`src/rtl/cordic_pkg.sv`:
```
// rtl/cordic_pkg.sv - shared types and constants for the CORDIC sequencer
//
// Purpose:
//   Holds the sequencer state encoding, the iteration index width, and the
//   upper bound on micro-rotations. It also provides a helper that turns an
//   iteration count into the index of the final iteration.
// Ports: none (package)
package cordic_pkg;

  typedef enum logic [1:0] {
    IDLE = 2'd0,
    ITER = 2'd1,
    DONE = 2'd2
  } cordic_state_e;

  localparam int ITER_W   = 5;
  localparam int MAX_ITER = 32;

  // Index of the final micro-rotation for a given count. The count is
  // clamped into 1..MAX_ITER so that an out-of-range parameter cannot
  // produce an index the counter never reaches.
  function automatic logic [ITER_W-1:0] last_iter_idx(input int cnt);
    int c;
    c = cnt;
    if (c < 1)        c = 1;
    if (c > MAX_ITER) c = MAX_ITER;
    return ITER_W'(c - 1);
  endfunction

endpackage

```
`src/rtl/param_reg.sv`:
```
// rtl/param_reg.sv - parameterised enable register with synchronous reset
//
// Purpose:
//   A plain WIDTH-bit hold register. It loads i_d when i_en is high and
//   clears on rst.
// Ports:
//   clk   in   1      rising-edge clock
//   rst   in   1      synchronous active-high reset (clears o_q)
//   i_en  in   1      load enable
//   i_d   in   WIDTH  data in
//   o_q   out  WIDTH  held data
module param_reg #(
  parameter int WIDTH = 16
) (
  input  logic             clk,
  input  logic             rst,
  input  logic             i_en,
  input  logic [WIDTH-1:0] i_d,
  output logic [WIDTH-1:0] o_q
);

  logic [WIDTH-1:0] r_q;

  always_ff @(posedge clk) begin
    if (rst) begin
      r_q <= '0;
    end else if (i_en) begin
      r_q <= i_d;
    end
  end

  assign o_q = r_q;

endmodule

```
`src/rtl/cordic_seq_ctrl.sv`:
```
// rtl/cordic_seq_ctrl.sv - control sequencer for an iterative CORDIC datapath
//
// Purpose:
//   Accepts one operand set through in_valid/in_ready. It then steps the
//   datapath through ITERATION_CNT feedback cycles and captures the scaled
//   x/y result. The result is held under out_valid/out_ready. The datapath's
//   mux select, register enable and iteration index are all driven from here.
// Ports:
//   clk        in   1      rising-edge clock
//   rst        in   1      synchronous active-high reset
//   in_valid   in   1      requester presents operands on the datapath inputs
//   in_ready   out  1      operands accepted this cycle (combinational in DONE)
//   mux_ctrl   out  1      0 = external operands, 1 = add/sub feedback
//   reg_en     out  1      datapath x/y/z register enable
//   iter_o     out  5      iteration index (shift amount / atan address)
//   x_res_i    in   WIDTH  datapath x scaler output
//   y_res_i    in   WIDTH  datapath y scaler output
//   out_valid  out  1      x_res_o/y_res_o hold a completed result
//   out_ready  in   1      consumer takes the result
//   x_res_o    out  WIDTH  held x result
//   y_res_o    out  WIDTH  held y result
//   busy       out  1      high while iterating
module cordic_seq_ctrl
  import cordic_pkg::*;
#(
  parameter int WIDTH         = 16,
  parameter int ITERATION_CNT = 6
) (
  input  logic              clk,
  input  logic              rst,
  input  logic              in_valid,
  output logic              in_ready,
  output logic              mux_ctrl,
  output logic              reg_en,
  output logic [ITER_W-1:0] iter_o,
  input  logic [WIDTH-1:0]  x_res_i,
  input  logic [WIDTH-1:0]  y_res_i,
  output logic              out_valid,
  input  logic              out_ready,
  output logic [WIDTH-1:0]  x_res_o,
  output logic [WIDTH-1:0]  y_res_o,
  output logic              busy
);

  localparam logic [ITER_W-1:0] LP_LAST = last_iter_idx(ITERATION_CNT);

  cordic_state_e     r_state;
  logic [ITER_W-1:0] r_iter;
  logic              r_busy;
  logic              r_mux;
  logic              r_out_valid;

  logic              w_in_ready;
  logic              w_accept;
  logic              w_last;
  logic              w_capture;

  assign w_last    = (r_iter == LP_LAST);
  assign w_capture = (r_state == ITER) && w_last;

  // In DONE the controller can take new operands only in the same cycle the
  // held result is retired. That makes in_ready follow out_ready directly.
  always_comb begin
    w_in_ready = 1'b0;
    case (r_state)
      IDLE:    w_in_ready = 1'b1;
      DONE:    w_in_ready = out_ready;
      default: w_in_ready = 1'b0;
    endcase
  end

  assign w_accept = w_in_ready & in_valid;

  // The datapath registers load on every accept (mux = external operands)
  // and on every feedback cycle.
  assign reg_en = (r_state == ITER) | w_accept;

  always_ff @(posedge clk) begin
    if (rst) begin
      r_state     <= IDLE;
      r_iter      <= '0;
      r_busy      <= 1'b0;
      r_mux       <= 1'b0;
      r_out_valid <= 1'b0;
    end else begin
      case (r_state)
        IDLE: begin
          if (in_valid) begin
            r_state <= ITER;
            r_iter  <= '0;
            r_busy  <= 1'b1;
            r_mux   <= 1'b1;
          end
        end
        ITER: begin
          if (w_last) begin
            r_state     <= DONE;
            r_iter      <= '0;
            r_busy      <= 1'b0;
            r_mux       <= 1'b0;
            r_out_valid <= 1'b1;
          end else begin
            r_iter <= r_iter + ITER_W'(1);
          end
        end
        DONE: begin
          if (out_ready) begin
            r_out_valid <= 1'b0;
            if (in_valid) begin
              r_state <= ITER;
              r_iter  <= '0;
              r_busy  <= 1'b1;
              r_mux   <= 1'b1;
            end else begin
              r_state <= IDLE;
            end
          end
        end
        default: begin
          r_state     <= IDLE;
          r_iter      <= '0;
          r_busy      <= 1'b0;
          r_mux       <= 1'b0;
          r_out_valid <= 1'b0;
        end
      endcase
    end
  end

  // The result registers load only on the final iteration, so they keep the
  // last result across retire and IDLE until the next capture or reset.
  param_reg #(.WIDTH(WIDTH)) u_x_hold (
    .clk  (clk),
    .rst  (rst),
    .i_en (w_capture),
    .i_d  (x_res_i),
    .o_q  (x_res_o)
  );

  param_reg #(.WIDTH(WIDTH)) u_y_hold (
    .clk  (clk),
    .rst  (rst),
    .i_en (w_capture),
    .i_d  (y_res_i),
    .o_q  (y_res_o)
  );

  assign in_ready  = w_in_ready;
  assign mux_ctrl  = r_mux;
  assign iter_o    = r_iter;
  assign out_valid = r_out_valid;
  assign busy      = r_busy;

endmodule

```
`config.mk`:
```
export PLATFORM = sky130hd
export DESIGN_NAME = cordic_seq_ctrl
export DESIGN_NICKNAME = d
export VERILOG_FILES = /design/src/rtl/cordic_pkg.sv /design/src/rtl/param_reg.sv /design/src/rtl/cordic_seq_ctrl.sv
export SDC_FILE = /design/constraint.sdc
export NUM_CORES = 1
export LEC_CHECK = 0
export ABC_AREA = 1
export BUFFER_PORTS_ARGS = -buffer_cell sky130_fd_sc_hd__buf_2
export CAP_MARGIN = 20
export CORE_ASPECT_RATIO = 0.75
export CORE_UTILIZATION = 40
export CTS_CLUSTER_SIZE = 8
export DETAILED_ROUTE_END_ITERATION = 7
export PLACE_DENSITY = 0.69
export RECOVER_POWER = 100
export SLEW_MARGIN = 20
export SYNTH_ARGS = -nofsm -noshare
export SYNTH_HDL_FRONTEND = slang
export SYNTH_SLANG_ARGS = --single-unit
```
`constraint.sdc`:
```
create_clock -name clk -period 1.4 [get_ports clk]
set_input_delay 0.14 -clock clk [delete_from_list [all_inputs] [get_ports clk]]
set_output_delay 0.14 -clock clk [all_outputs]
set_load 0.005 [all_outputs]
```
==> out/metrics.yaml <==
status: "finished, final reports clean"
clockBufferDepth: 2
drt-total-wl_um: 4370
worstPathArrival_ns: 1.49
worstSkewPairLatency_ns: 0.28
chipHeight_um: 58.2
synth_cell_types: 25
final_common_cell: "buf_2"
reg2regPathDepth: 10
die_w_um: 76.9
relSlewSlack_pct: 74.6
vias: 1700
finalHoldViolCount: 0
post-dp-hpwl_um: 2730
gp_congestion: 0.765
grt.total_usage_pct: 18.1
drt_iter0_drc: 71
placed_cells: 338
finalNetCount: 337
ys_ff_latch: 42
h-tree-depth: 2
dpl_cell_area_mm2: 0.00214
ys.warnings.count: 0
synth.cell_area_mm2: 0.00168
power_density_mw_per_mm2: 991
worstPathRequired_ns: 1.55
overflow: 0
stdcell_area_mm2: 0.00239
synthTopCellsByArea: "dfxtp_1 50%, a21oi_1 12%, nand3_1 11%, nand2_1 10%, inv_1 2.0%"
worst_ir_drop_vdd_mv: 0.539
io_buffer_count: 77
antenna_found_initial: 0
ff2ff_setup_slack_ns: 0.07
dpl_worst_slack_ns: 0.0185
min_delay_path_depth: 3
hold_class: "primary input to flop"
synth_cells: 210
start_util_pct: 41.8
cts_buffers: 5
diodes: 0
vias_per_cell: 4.80
skew_ns: 0.00504
grt_pass1_wl_um: 6310
synth_top_area_share_pct: 50.0
ioPinCount: 78
core_mm2: 0.00403
final_cell_mix: "65 x buf_2, 46 x nand2_1, 42 x dfxtp_1"
detail_route.first_pass.iterations: 4
die-area_mm2: 0.00447
critPathLaunchType: "flop"
cap_violations: 0
fin_crit_ns: 1.33
fillCellCount: 390
clock.fmax_mhz: 749
instances_no_fill: 354
clk_pin_slew_ns: 0.07
cts.sinks: 42
syn_nets: 248
fin_ws_ns: 0.0654
drc: 0
fin_setup_tns_ns: 0
drtAntennaViolNets: 0
drive_gt1_share_pct: 33.8
finalMaxSlewViolations: 0
path_class: "flop to flop"
syn_to_final_growth_pct: 42.2
wire_per_inst_um: 12.4
setup_viol_count_final: 0
cts_tree: "built"
avgSynthCellArea_um2: 8.01
critPathMaxFanout: 6
grt_pass1_vias: 1417
cts_root_buf: "clkbuf_8"
yosys.area.top_type: "dfxtp_1"
rows: 20
grt_max_degree: 35
min_period_over_period_pct: 95.3
synth.yosys.seq_area_share_pct: 50.0
worst_pin_slew_ns: 0.382
p_leak_nw: 1.03
cp-end-kind: "flop"
[per-stage QoR]
| stage | power, mW | hold slack [ns] | utilization (%) |
|---|---|---|---|
| floorplan | 1.32 | 0.304 | - |
| global placement | 1.43 | 0.413 | 53.2 |
| detailed placement | 1.43 | 0.417 | 53.2 |
| CTS | 2.37 | 0.114 | 56.0 |
| global route | 2.47 | 0.118 | 59.4 |
| finish | 2.37 | 0.120 | 59.4 |
[cell type report]
class | count | area (um2) | area share (%)
Sequential cell | 42 | 841 | 35.1
Multi-Input combinational cell | 147 | 777 | 32.5
Timing Repair Buffer | 92 | 546 | 22.8
Clock buffer | 6 | 82.6 | 3.45
Tap cell | 55 | 68.8 | 2.88
Inverter | 11 | 48.8 | 2.04
Clock inverter | 1 | 30.0 | 1.25
[report_power, final]
part | internal, mW | switching [mW]
Combinational | 0.0920 | 0.117
Clock | 0.570 | 0.382
Sequential | 1.20 | 0.00636
[layer usage]
| metal | part of all wire (%) | vias up | global-route usage (%) |
|---|---|---|---|
| li1 | - | 878 | - |
| met1 | 48 | 755 | 24.7 |
| met2 | 43 | 65 | 27.0 |
| met3 | 8.0 | 2 | 6.30 |
| met4 | 0.43 | 0 | 4.95 |
| met5 | 0 | - | 0 |
[cells by family (layout without fill, tap and decap cells)]
group / count (synthesis) / in the layout / synth area share (%)
AND/OR/NAND/NOR: 96 / 99 / 26.7
AO/OA/AOI/OAI: 46 / 46 / 14.1
flip-flops: 42 / 42 / 50.0
buffers and inverters: 24 / 110 / 7.81
adder cells (fa/ha/maj): 2 / 2 / 1.49
[sequential cells by signal, indices dropped and copies added (netlist names)]
| name | count |
|---|---|
| u_x_hold.o_q | 16 |
| u_y_hold.o_q | 16 |
| iter_o | 5 |
| r_state | 2 |
| busy | 1 |
| mux_ctrl | 1 |
| out_valid | 1 |
[Yosys cell counts (all sizes together)]
master	n
clkbuf	2
buf	11
inv	11
nand3	38
o21ai	4
nand4	2
a21oi	41
ha	2
nand2	48
nor2	6
or2	2
o21bai	1
dfxtp	42
[repair_timing]
action,4_1_cts,5_1_grt
gates resized for setup,0,15
setup buffers,0,5
endpoints found under the setup margin,0,37
hold buffers,0,0
[worst max-delay path: stages (launching register included)]
cell	delay, ns
dfxtp_1	0.32
inv_1	0.05
ha_1	0.12
nand2_1	0.05
inv_1	0.10
nand2_4	0.09
inv_8	0.10
buf_8	0.16
nand2_4	0.09
nand2_1	0.07
a21oi_1	0.05
[final timing paths]
check / start / endpoint
min: x_res_i[8] / u_x_hold.o_q[8]$_SDFFE_PP0P_
max: iter_o[1]$_SDFFE_PP0P_ / u_y_hold.o_q[7]$_SDFFE_PP0P_
max reg2reg: iter_o[1]$_SDFFE_PP0P_ / u_y_hold.o_q[7]$_SDFFE_PP0P_
min reg2reg: busy$_SDFFE_PP0P_ / busy$_SDFFE_PP0P_
(Power assumes the default switching activity.)
